`src/rtl/rgb_fade_pwm.sv`:
```
// RGB LED fader: each bit of the CPU register value sets its channel's target brightness.
// Every channel's PWM duty ramps one step per frame toward its target.
module rgb_fade_pwm #(
   parameter int unsigned PRESCALE  = 16,
   parameter int unsigned FADE_STEP = 8,
   parameter int unsigned DUTY_MAX  = 255
) (
   input  logic       int_osc,
   input  logic       rst,
   input  logic [2:0] value,
   input  logic       value_valid,
   output logic       pwm_green,
   output logic       pwm_blue,
   output logic       pwm_red,
   output logic       settled
);

   localparam int unsigned PS_W   = (PRESCALE > 1) ? $clog2(PRESCALE) : 1;
   localparam int unsigned DW     = 8;
   localparam int unsigned NCH    = 3;
   localparam logic [DW-1:0] DUTY_ON = DW'(DUTY_MAX);
   localparam logic [DW:0]   STEP9   = (DW+1)'(FADE_STEP);
   localparam logic [PS_W-1:0] PS_LAST = PS_W'(PRESCALE - 1);

   // Channel index follows the value bit map: 0 red, 1 blue, 2 green
   logic [PS_W-1:0]          r_presc;
   logic [DW-1:0]            r_pwm_cnt;
   logic [NCH-1:0][DW-1:0]   r_tgt;
   logic [NCH-1:0][DW-1:0]   r_duty;
   logic [NCH-1:0]           r_pwm;
   logic                     r_settled;

   logic                     w_tick;
   logic                     w_frame;
   logic [NCH-1:0][DW-1:0]   w_duty_nxt;
   logic [NCH-1:0][DW:0]     w_up;
   logic [NCH-1:0][DW:0]     w_dn_lim;

   assign w_tick  = (r_presc == PS_LAST);
   assign w_frame = w_tick && (r_pwm_cnt == {DW{1'b1}});

   // One saturating step toward target; 9-bit sums avoid wrap and underflow
   always_comb begin
      w_duty_nxt = r_duty;
      w_up       = '0;
      w_dn_lim   = '0;
      for (int i = 0; i < NCH; i++) begin
         w_up[i]     = {1'b0, r_duty[i]} + STEP9;
         w_dn_lim[i] = {1'b0, r_tgt[i]} + STEP9;
         if (r_duty[i] < r_tgt[i]) begin
            w_duty_nxt[i] = (w_up[i] >= {1'b0, r_tgt[i]}) ? r_tgt[i] : w_up[i][DW-1:0];
         end else if (r_duty[i] > r_tgt[i]) begin
            w_duty_nxt[i] = ({1'b0, r_duty[i]} <= w_dn_lim[i]) ? r_tgt[i]
                                                              : r_duty[i] - STEP9[DW-1:0];
         end
      end
   end

   always_ff @(posedge int_osc) begin
      if (rst) begin
         r_presc   <= '0;
         r_pwm_cnt <= '0;
         r_tgt     <= '0;
         r_duty    <= '0;
         r_pwm     <= '0;
         r_settled <= 1'b1;
      end else begin
         r_presc <= w_tick ? '0 : r_presc + PS_W'(1);
         if (w_tick) begin
            r_pwm_cnt <= r_pwm_cnt + DW'(1);
         end
         // Fade uses the target registered before this edge, so a coincident strobe waits a frame
         if (w_frame) begin
            r_duty <= w_duty_nxt;
         end
         if (value_valid) begin
            for (int i = 0; i < NCH; i++) begin
               r_tgt[i] <= value[i] ? DUTY_ON : '0;
            end
         end
         for (int i = 0; i < NCH; i++) begin
            r_pwm[i] <= (r_pwm_cnt < r_duty[i]);
         end
         r_settled <= (r_duty == r_tgt);
      end
   end

   assign pwm_red   = r_pwm[0];
   assign pwm_blue  = r_pwm[1];
   assign pwm_green = r_pwm[2];
   assign settled   = r_settled;

endmodule

```
`config.mk`:
```
export PLATFORM = sky130hd
export DESIGN_NAME = rgb_fade_pwm
export DESIGN_NICKNAME = d
export VERILOG_FILES = /design/src/rtl/rgb_fade_pwm.sv
export SDC_FILE = /design/constraint.sdc
export NUM_CORES = 1
export LEC_CHECK = 0
export BUFFER_PORTS_ARGS = -buffer_cell sky130_fd_sc_hd__buf_4
export CAP_MARGIN = 20
export CORE_ASPECT_RATIO = 1.4
export CORE_MARGIN = 1
export CORE_UTILIZATION = 50
export DETAILED_ROUTE_END_ITERATION = 10
export PLACE_DENSITY_LB_ADDON = 0.15
export RECOVER_POWER = 100
export SLEW_MARGIN = 20
export SYNTH_ARGS = -nofsm -noshare
export SYNTH_HDL_FRONTEND = slang
export SYNTH_SLANG_ARGS = --single-unit
```
`constraint.sdc`:
```
create_clock -name int_osc -period 8.3 [get_ports int_osc]
set_input_delay 0.83 -clock int_osc [delete_from_list [all_inputs] [get_ports int_osc]]
set_output_delay 0.83 -clock int_osc [all_outputs]
set_load 0.005 [all_outputs]
```
Word level (Yosys, flattened, before mapping)
Cells that the tools add are included.
Word-level totals
  output and inout port bits: 4
  memories kept: 0
  register bits after elaboration: 64
  bits in latches: 0
  bits in read-only memories: 0
  logic and storage cells: 62
  bits of input ports: 6
  bits in writable memories: 0
Operators by class
  $mul: 0
  add/subtract/negate cells: 11
  bitwise gates (word level): 0
  order comparisons: 15
  muxes and demuxes: 15
  shift-type cells: 0
  equality and inequality tests: 3
  reductions and logical operators: 8
  divide/modulo/power cells: 0
Operators by type and width (count)
  $mux W8: 15
  $add A8 B4 Y9 const B: 6
  $lt A8 B8 Y1: 6
  $ge A9 B8 Y1: 3
  $le A8 B9 Y1: 3
  $eq A24 B24 Y1: 1
  $gt A8 B8 Y1: 3
  $sub A8 B4 Y8 const B: 3
  $add A8 B1 Y8 const B: 1
  $eq A8 B8 Y1 const B: 1
  $reduce_and A2 Y1: 3
  $reduce_bool A2 Y1: 3
  $add A4 B1 Y4 const B: 1
  $eq A4 B4 Y1 const B: 1
  $reduce_or A2 Y1: 1
  $logic_and A1 B1 Y1: 1

Logic depth before layout (Yosys ltp)
Gate-level depths: netlist of the first run.
  word-level depth: 5
  depth in mapped cells: 11

Least setup slack after synthesis of the first run
Ideal clock, no wire load.
  path kind: reg-to-reg
  start: reg r_tgt[14] (netlist bit)
  end: reg r_duty[12] (netlist bit)
  setup time: 92 ps
  path slack: 5703 ps
  stages on the path, launching flop included: 9
  arrival time: 2505 ps
  required time: 8208 ps
  cells stage by stage: dfxtp_1 inv_1 ha_1 nor3b_2 o311a_1 a211o_1 or2_4 a31o_1 o32ai_1
On the way
  cells in the longest elaborated chain, start to end: 5
  elaborated cells on any way between the ends: 11
RTL lines
  start: declaration: line 28  | logic [NCH-1:0][DW-1:0] r_tgt;
  start signal: indexed assignment: line 78  | r_tgt[i] <= value[i] ? DUTY_ON : '0;
  $add A8 B4 Y9: line 49  | w_dn_lim[i] = {1'b0, r_tgt[i]} + STEP9;
  $le A8 B9 Y1: line 53  | w_duty_nxt[i] = ({1'b0, r_duty[i]} <= w_dn_lim[i]) ? r_tgt[i]
  $mux W8: line 53
  $mux W8: line 52  | end else if (r_duty[i] > r_tgt[i]) begin
  $mux W8: line 50  | if (r_duty[i] < r_tgt[i]) begin
  end signal: assignment: line 74  | r_duty <= w_duty_nxt;
  end: declaration: line 29  | logic [NCH-1:0][DW-1:0] r_duty;
Parallel ways exist; a longest one is shown, timed or not. The select of a mux whose other input is x is not followed.
A chain may end at the register's enable or synchronous reset.

Final worst setup path of the first run
  start: reg r_tgt[6] (netlist bit)
  end: reg r_duty[5] (netlist bit)
Same word-level chain as after synthesis.

==> results of run 1 <==
-- layer usage --
metal | part of all wire (%) | routed length [µm]
met4 | 1.4 | 111
met2 | 51 | 3950
met3 | 1.9 | 148
met1 | 45 | 3480
met5 | 0 | 0
-- kinds of logic (layout without fill, tap and decap cells) --
kind of cell / after synthesis / in the layout / share of synthesized area (%)
compound gates: 109 / 109 / 24.2
xor+xnor: 24 / 24 / 6.10
fa+ha+maj: 71 / 71 / 25.8
buf+inv: 37 / 45 / 4.18
flops: 37 / 37 / 21.5
mux: 7 / 7 / 2.03
simple gates: 99 / 99 / 16.2
-- final cells by class --
| class | count | area [µm²] | area share (%) |
|---|---|---|---|
| clock inverter | 3 | 68.8 | 1.86 |
| sequential | 37 | 741 | 20.1 |
| inverter | 28 | 105 | 2.85 |
| tap | 92 | 115 | 3.12 |
| clock buffer | 5 | 68.8 | 1.86 |
| multi-input combinational | 310 | 2530 | 68.5 |
| timing repair buffer | 9 | 63.8 | 1.73 |
-- final timing paths --
| check | startpoint | endpoint | slack [ns] | cells past startpoint |
|---|---|---|---|---|
| max | r_tgt[6] | r_duty[5] | 5.00 | 8 |
| min | r_presc[3] | r_presc[3] | 0.49 | 1 |
| max reg2reg | r_tgt[6] | r_duty[5] | 5.00 | 8 |
| min reg2reg | r_presc[3] | r_presc[3] | 0.49 | 1 |
-- sequential cells by signal (all words and copies together), names as in the netlist --
| register | cells |
|---|---|
| settled | 1 |
| r_pwm | 3 |
| r_tgt | 3 |
| r_pwm_cnt | 8 |
| r_presc | 4 |
| r_duty | 18 |
-- synthesized netlist by cell type, types with 3 or more instances --
library cell,n,area share [%]
a211oi_1,9,2.0
nand2b_1,10,1.8
xor2_1,10,2.5
o21ai_0,8,1.2
xnor2_1,14,3.6
o31ai_1,3,0.65
buf_2,3,0.44
a22oi_1,4,0.87
nor2_1,19,2.1
a21o_1,14,3.1
clkbuf_1,5,0.55
ha_1,71,26
o211ai_1,4,0.87
o22ai_1,3,0.55
a221oi_1,6,1.5
a211o_1,7,1.8
o21bai_1,4,0.87
nor3_1,10,1.5
a21oi_1,13,1.9
nand2_1,8,0.87
mux2i_1,7,2.0
and3_1,3,0.55
a311oi_1,3,0.76
nand3_1,15,2.2
dfxtp_1,37,22
nand4_1,6,1.1
a31oi_1,8,1.5
o32ai_1,3,0.76
inv_1,28,3.1
nor2b_1,5,0.91
or3_1,6,1.1
-- power breakdown --
part	internal [mW]	total (mW)	switching, mW
clock network	0.121	0.194	0.0733
logic	0.0247	0.0626	0.0379
registers	0.180	0.183	0.00295
total	0.326	0.440	0.114
-- per-stage QoR --
stage	hold WS, ns	cells	worst slack [ns]
floorplan	0.440	384	5.70
global placement	0.462	476	5.39
detailed placement	0.471	476	5.39
global route	0.501	484	4.75
CTS	0.489	484	5.33
finish	0.492	484	5.00
-- worst register-to-register path, cell delays in order (launching register included) --
cell      delay (ns)
dfxtp_1         0.46
inv_1           0.31
ha_1            0.46
nor2b_1         0.20
a211o_1         0.15
a31oi_1         0.24
a211oi_1        0.91
o31a_1          0.29
a221oi_1        0.09
==> metrics.txt, run 1 <==
FF+latch count, synth 37; DRT iter0 DRCs 144; worst-path fanout max 16; Post-synth ARST share 0%; Synth Instances 384; most frequent cells in the layout ha_1, dfxtp_1, inv_1; Slew headroom -21.8%; H-tree levels 2; postcts setup bufs 0; DR DRC count 0; Seq/Total Area, Yosys 21.5%; Max Fclk 303 MHz; outcome finished with violations; Routed WL 7690 µm; CTS Root Cell clkbuf_8; vias per cell 5.92; leading cell type in the layout, fill and taps excluded ha_1; max cap viols 1; Hold Path Class reg -> reg; RSZ-0062 raised after global routing no; clock slew at reported path FFs 0.09 ns; final hold vios 0; IO Port Bufs 9; met3 Use GR 3.01%; warning count from the yosys run 0; I/O pins 10; RePlAce Congestion 0.899; Most Crowded Layer GR met2; DP HPWL 5750 µm; maximum vdd drop 0.0615 mV; Core ar. 0.00661 mm²; fin nets 468; area grow syn2layout 7.27%; initial core utilization 52.1%; die area 0.00723 mm²; Pre-antenna DRT Iters 4; routed via count 2866; PwrDens 119 mW/mm²; clock period minus worst slack 3.30 ns; Critical Path AT 3.39 ns; layout cell share with drive strength beyond 1 5.61%; Routed WL per cell 15.9 µm; Buf/Inv on CP 1; CTS buffer count 5; sequence of cells on the critical path inv_1, ha_1, nor2b_1, a211o_1, a31oi_1, a211oi_1, o31a_1, a221oi_1; EDFF count, synth 0; post-cts repair resize count 0; Setup Crit Path Kind reg -> reg; Pleak 1.54 nW; crit end category flip-flop; # diodes 0; mapped cell area 0.00344 mm²; largest net degree at the start of global routing 42; placed inst area 0.00359 mm²; total gr overflow 0; gr usage total 22.8%; CTS tree yes; setup tns final 0 ns; clock skew 0.0129 ns; Slew Limit Fails 42; maximum root-to-sink buffer count 2; dominant delay contributor by cell family on the critical path compound AO/OA/AOI/OAI gates; vias in the first global route 2843; initial antenna violation count 0; Die W 72.1 µm; startpoint types flip-flop; CP required 8.39 ns; Post-DRT Antenna Nets 0; total chip power 0.440 mW; met1 Usage GRT 27.5%; chip height 100 µm; Net Count, Synth 461; # fillers 624; Least-Margin Pin Slew 1.83 ns; cell row count 35; Netlist cell types 60; failing checks capacitance limit, slew limit; crit path max-delay cell type a211oi_1; top_reg_cell synth dfxtp_1; met2 usage 41.3%; clk_lat worst skew 0.30 ns; CP max stage delay 0.90 ns; period utilization 39.8%; CTS Hold Bufs 0; final non-filler cell area 0.00369 mm²; setup violators final 0; clk sinks 37; first-pass GRT wire length 13200 µm; final core utilization 55.9%; Syn Area/Cell 8.97 µm²
Note: power is estimated with default switching activity, not from simulation.
==> run 2: changes to the inputs <==
--- a/config.mk
+++ b/config.mk
@@ -5,6 +5,7 @@
 export SDC_FILE = /design/constraint.sdc
 export NUM_CORES = 1
 export LEC_CHECK = 0
+export ABC_AREA = 1
 export BUFFER_PORTS_ARGS = -buffer_cell sky130_fd_sc_hd__buf_4
 export CAP_MARGIN = 20
 export CORE_ASPECT_RATIO = 1.4
==> constraint.sdc (replaced) <==
create_clock -name int_osc -period 2.7 [get_ports int_osc]
set_input_delay 0.27 -clock int_osc [delete_from_list [all_inputs] [get_ports int_osc]]
set_output_delay 0.27 -clock int_osc [all_outputs]
set_load 0.005 [all_outputs]
==> run 2 against run 1 <==
The flow now finishes without violations. Final area grew 11%. First-iteration DRC count grew 52%. Flip-flop and latch count is the same. Power grew to 3.3 times the previous value. Clock power grew to 3.2 times the previous value.
==> metrics.txt, run 2 <==
Post-synth ARST share 0% (unchanged); CP required 2.90 ns (-5.49 ns); EDFF count, synth 0 (unchanged); # fillers 764 (+22%); IO Port Bufs 9 (unchanged); Setup Crit Path Kind reg -> reg; logic gate share of total power 17.7% (+3.5 points); vias in the first global route 3583 (+26%); Least-Margin Pin Slew 0.659 ns (-1.17 ns); Regs by FF count r_duty (18), r_pwm_cnt (8), r_presc (4); chip height 105 µm (+4.4%); clock skew 0.00982 ns (-0.00313 ns); DRT iter0 DRCs 219 (+52%); clk sinks 37 (unchanged); DP HPWL 7310 µm (+27%); Clk pwr share 43.4% (-0.8 points); maximum root-to-sink buffer count 2 (unchanged); sw frac 29.6% (+3.6 points); Die W 75.3 µm (+4.4%); Seq/Total Area, Yosys 19.7% (-1.8 points); most frequent cells in the layout nand2_1, ha_1, inv_1; routed via count 3711 (+29%); clk_lat worst skew 0.31 ns (about the same); initial antenna violation count 0 (unchanged); initial core utilization 51.4% (-0.65 points); largest net degree at the start of global routing 21 (-50%); largest reg by FF count r_duty; Syn Area/Cell 6.85 µm² (-24%); crit end category flip-flop; period utilization 89.5% (+50 points); register area 743 µm² (+0.34%); area grow syn2layout 9.41%; clock period minus worst slack 2.42 ns (-0.889 ns); Slew Limit Fails 0 (-100%); Routed WL 9420 µm (+23%); final non-filler cell area 0.00412 mm² (+11%); PwrDens 349 mW/mm² (+190%); gr usage total 25.7% (+2.9 points); Routed WL per cell 14.1 µm (-11%); setup tns final 0 ns (unchanged); FF+latch count, synth 37 (unchanged); postcts setup bufs 0 (unchanged); Post-DRT Antenna Nets 0 (unchanged); Synth area leaders ha_1, dfxtp_1, nand2_1; RePlAce Congestion 0.948 (+5.5%); first-pass GRT wire length 15800 µm (+19%); H-tree levels 2 (unchanged); DR DRC count 0 (unchanged); power share of the sequential group 38.9% (-2.7 points); leading cell type in the layout, fill and taps excluded nand2_1; CTS tree yes; Slew headroom 56.0% (+78 points); Net Count, Synth 626 (+36%); cell row count 37 (+5.7%); CTS Root Cell clkbuf_8; worst-path fanout max 12 (-4); Commonest cells post-synth nand2_1, ha_1, inv_1, nand3_1; Max Fclk 414 MHz (+37%); Synth Instances 549 (+43%); internal power 1.01 mW (+210%); share of the synthesized area in the top cell type 23.6% (-2.2 points); Pleak 2.09 nW (+36%); Pre-antenna DRT Iters 6 (+2); Critical Path AT 2.62 ns (-0.77 ns); mapped cell area 0.00376 mm² (+9.2%); RSZ-0062 raised after global routing no; maximum vdd drop 0.334 mV (+440%); CTS buffer count 5 (unchanged); total chip power 1.44 mW (+230%); Hold Slack 0.244 ns (-0.248 ns); max reg flops 18 (unchanged); clock slew at reported path FFs 0.08 ns (about the same); Switching Power 0.425 mW (+270%); total gr overflow 0 (unchanged); Hold Path Class in -> reg; Core ar. 0.00731 mm² (+11%); multi-input logic area 0.00274 mm² (+8.2%); post-synth top area cell ha_1; most frequent cell after synthesis nand2_1; max cap viols 0 (-1); placed inst area 0.00399 mm² (+11%); top_reg_cell synth dfxtp_1; I/O pins 10 (unchanged); fin nets 646 (+38%); warning count from the yosys run 0 (unchanged); startpoint types flip-flop; # diodes 0 (unchanged); setup violators final 0 (unchanged); final hold vios 0 (unchanged); outcome complete, no violations; Netlist cell types 34 (-43%); layout cell share with drive strength beyond 1 7.02% (+1.4 points); die area 0.00788 mm² (+9.0%); vias per cell 5.56 (-6.0%)
## run 2: cell types whose count changed after synthesis, sizes merged, moves of 12 or more
cell   delta
nand3    +47
nor2     +34
a21o     -12
o21ai    +28
inv      +39
a21oi    +42
nand2    +92
## run 2: worst paths after layout
| path | from | endpoint | slack, ns | depth (start not counted) |
|---|---|---|---|---|
| max reg2reg | r_tgt[6] | r_duty[3] | 0.28 | 13 |
| max | r_tgt[6] | r_duty[3] | 0.28 | 13 |
| min | value[0] | r_tgt[6] | 0.24 | 3 |
| min reg2reg | r_presc[0] | r_presc[0] | 0.45 | 1 |
## run 2: power groups by stage
stage / clock network [mW] / registers, mW / logic (mW)
after floorplan: 0 / 0.572 / 0.191
after global placement: 0 / 0.571 / 0.252
after detailed placement: 0 / 0.572 / 0.255
after CTS: 0.633 / 0.559 / 0.257
after global routing: 0.644 / 0.560 / 0.293
final: 0.622 / 0.559 / 0.255
## run 2: layer usage
layer  global-route usage (%)  vias to the layer above  share of wire, %
met4                     13.2                        0               3.4
li1                         -                     1900                 -
met5                        0                        -                 0
met3                     3.57                       31               3.0
met1                     29.2                     1691                43
met2                     45.0                       89                51
## run 2: logic make-up after synthesis
group / count (synthesis) / synth area share (%)
simple gates: 246 / 29.8
mux: 1 / 0.266
fa+ha+maj: 71 / 23.6
xor+xnor: 19 / 4.42
flops: 37 / 19.7
buf+inv: 72 / 7.25
compound gates: 103 / 15.0
## run 2: area by class of cell
cell class	instances	area share (%)
clock inverter	3	1.67
timing repair buffer	17	2.92
clock buffer	5	1.67
inverter	68	6.20
sequential	37	18.1
multi-input combinational	440	66.5
tap	97	2.95
## run 2: metrics by stage
| step | setup WS (ns) | cells | util [%] |
|---|---|---|---|
| finish | 0.284 | 667 | 56.3 |
| floorplan | 0.548 | 549 | - |
| CTS | 0.207 | 667 | 56.5 |
| global route | 0.0459 | 667 | 56.3 |
| detailed placement | 0.259 | 659 | 54.6 |
| global placement | 0.345 | 659 | 54.6 |
## run 2: critical path: stages (launching register included)
cell and delay, ns:
dfxtp_1 0.33, inv_1 0.20, ha_1 0.45, inv_1 0.09, a21oi_1 0.13, nand2_1 0.06
nand2_1 0.06, nand2_1 0.21, nor2_2 0.25, nand3_2 0.14, nand2_1 0.09, nand2_1 0.11
nor2_1 0.14, nor2_1 0.04
## run 2: repair_timing
item,in CTS,in global routing
resized for setup,0,3
hold buffers,0,0
setup endpoints to repair,0,3
==> run 3: changes to the inputs <==
--- a/config.mk
+++ b/config.mk
@@ -13,7 +13,6 @@
 export CORE_UTILIZATION = 50
 export DETAILED_ROUTE_END_ITERATION = 10
 export PLACE_DENSITY_LB_ADDON = 0.15
-export RECOVER_POWER = 100
 export SLEW_MARGIN = 20
 export SYNTH_ARGS = -nofsm -noshare
 export SYNTH_HDL_FRONTEND = slang
==> constraint.sdc (replaced) <==
create_clock -name int_osc -period 2.7 [get_ports int_osc]
set_input_delay 0.405 -clock int_osc [delete_from_list [all_inputs] [get_ports int_osc]]
set_output_delay 0.405 -clock int_osc [all_outputs]
set_load 0.005 [all_outputs]
==> run 3 against run 2 <==
Non-clock buffer count is the same. Routed wire length shrank 0.25%. Critical endpoint is now r_duty[23]. Largest power group unchanged. Critical path depth grew 2. Critical path type unchanged. Highest routed layer unchanged.
==> metrics.txt, run 3 (synthesized netlist as in run 2, its figures left out) <==
CTS tree yes; Post-DRT Antenna Nets 0 (unchanged); fin worst setup slack 0.324 ns (+0.0405 ns); Core ar. 0.00731 mm² (unchanged); crit end category flip-flop; worst-path fanout max 7 (-5); vias in the first global route 3583 (unchanged); Routed WL 9400 µm (-0.25%); FF-to-FF Start r_duty[19]; max cap viols 0 (unchanged); vias per cell 5.49 (-1.3%); R2R Path End r_duty[23]; Slew headroom 56.0% (about the same); period utilization 88.0% (-1.5 points); IO Port Bufs 9 (unchanged); gr usage total 25.7% (unchanged); logic gate share of total power 18.0% (+0.3 points); Pre-antenna DRT Iters 5 (-1); initial core utilization 51.4% (unchanged); Least-Margin Pin Slew 0.659 ns (+0.000246 ns); DR DRC count 0 (unchanged); register area 743 µm² (unchanged); setup violators final 0 (unchanged); Regs by FF count r_duty (18), r_pwm_cnt (8), r_presc (4); Setup Crit Path Kind reg -> reg; CTS Hold Bufs 0 (unchanged); # diodes 0 (unchanged); fin nets 646 (unchanged); Reg2Reg Setup Slack 0.32 ns (+0.04 ns); Clk pwr share 43.2% (-0.2 points); sw frac 29.5% (-0.11 points); total gr overflow 0 (unchanged); post-cts repair resize count 0 (unchanged); RePlAce Congestion 0.948 (unchanged); setup tns final 0 ns (unchanged); clock skew 0.0119 ns (+0.00211 ns); largest net degree at the start of global routing 21 (unchanged); Slew Limit Fails 0 (unchanged); first-pass GRT wire length 15800 µm (unchanged); area grow syn2layout 9.95%; internal power 1.01 mW (+0.29%); multi-input logic area 0.00275 mm² (+0.46%); clk_lat worst skew 0.31 ns (about the same); largest reg by FF count r_duty; total chip power 1.44 mW (+0.14%); maximum root-to-sink buffer count 2 (unchanged); CTS buffer count 5 (unchanged); layout cell share with drive strength beyond 1 7.72% (+0.70 points); H-tree levels 2 (unchanged); Pleak 2.11 nW (+0.70%); Switching Power 0.424 mW (-0.23%); PwrDens 348 mW/mm² (-0.35%); startpoint types flip-flop; routed via count 3663 (-1.3%); Hold Path Class in -> reg; Hold Slack 0.334 ns (+0.0906 ns); outcome complete, no violations; Max Fclk 421 MHz (+1.7%); # fillers 761 (-0.39%); initial antenna violation count 0 (unchanged); Routed WL per cell 14.1 µm (-0.25%); maximum vdd drop 0.334 mV (-0.19%); max reg flops 18 (unchanged); power share of the sequential group 38.9% (about the same); DP HPWL 7310 µm (unchanged); Hold Startpoint rst; chip height 105 µm (unchanged); Worst Reg-to-Reg Cells 15 (+2); clock period minus worst slack 2.38 ns (-0.0405 ns); clk sinks 37 (unchanged); CP required 2.89 ns (about the same); Hold Crit Depth 2 (-1); Critical Path AT 2.56 ns (-0.06 ns); Die W 75.3 µm (unchanged); final hold vios 0 (unchanged); clock slew at reported path FFs 0.10 ns (+0.02 ns); postcts setup bufs 0 (unchanged); most frequent cells in the layout nand2_1, ha_1, inv_1; cell row count 37 (unchanged); leading cell type in the layout, fill and taps excluded nand2_1; die area 0.00788 mm² (unchanged); Worst Hold Endpoint r_duty[19]; RSZ-0062 raised after global routing no; CTS Root Cell clkbuf_8; I/O pins 10 (unchanged); DRT iter0 DRCs 237 (+8.2%); Place WS 0.259 ns (unchanged)
==> run 3: changes by cell type in the layout (fill, tap and decap cells not counted) <==
| cell | previous run | this run |
|---|---|---|
| buf_4 | 11 | 17 |
| clkbuf_4 | 4 | 0 |
| clkbuf_1 | 2 | 0 |
| nand2_1 | 100 | 99 |
| nand2_2 | 0 | 1 |
| nand3_1 | 58 | 57 |
| nand3_2 | 4 | 5 |
| nor2_2 | 2 | 1 |
| nor2_4 | 0 | 1 |
==> run 3: stage by stage <==
| step | cells | utilization [%] | cell area [µm²] |
|---|---|---|---|
| 2_1_floorplan | 549 | - | 3760 |
| 3_3_place_gp | 659 | 54.6 | 3990 |
| 3_5_place_dp | 659 | 54.6 | 3990 |
| 4_1_cts | 667 | 56.5 | 4130 |
| 5_1_grt | 667 | 56.5 | 4140 |
| 6_report | 667 | 56.5 | 4140 |
==> run 3: how the worst max path moves through the flow <==
stage / slack, ns / to / cells after the start / startpoint
floorplan: 0.55 / r_duty[11] / 12 / r_duty[11]
global placement: 0.34 / r_duty[23] / 15 / r_duty[19]
detailed placement: 0.26 / r_duty[15] / 12 / r_duty[12]
CTS: 0.21 / r_duty[15] / 12 / r_duty[12]
global route: 0.09 / r_duty[15] / 14 / r_duty[11]
finish: 0.32 / r_duty[23] / 15 / r_duty[19]
==> run 3: power groups by stage <==
stage / clock network, mW / logic (mW) / registers (mW)
floorplan: 0 / 0.191 / 0.572
global placement: 0 / 0.252 / 0.571
detailed placement: 0 / 0.255 / 0.572
CTS: 0.633 / 0.257 / 0.559
global route: 0.644 / 0.297 / 0.560
finish: 0.620 / 0.259 / 0.559
==> run 3: cell type report <==
type | count | area share (%)
inverter | 68 | 6.17
tap | 97 | 2.93
clock buffer | 5 | 1.66
sequential | 37 | 18.0
timing repair buffer | 17 | 3.09
multi-input combinational | 440 | 66.5
clock inverter | 3 | 1.66
==> run 3: worst max-delay path: stages, from the launching register on <==
cell     delay [ns]
dfxtp_1        0.49
inv_1          0.19
ha_1           0.39
ha_1           0.31
nand2_1        0.09
inv_1          0.05
nand2_1        0.06
nand2_1        0.05
nand2_1        0.06
nand2_1        0.05
nand2_1        0.07
nand3_1        0.07
nand2_1        0.14
nand3_1        0.10
nand2_1        0.07
a21oi_1        0.05
==> run 3: per-layer routing <==
layer / track usage [%] / wire length [µm] / vias up
met4: 13.2 / 301 / 0
li1: - / - / 1898
met2: 45.0 / 4750 / 66
met3: 3.57 / 257 / 27
met1: 29.2 / 4080 / 1672
met5: 0 / 0 / -
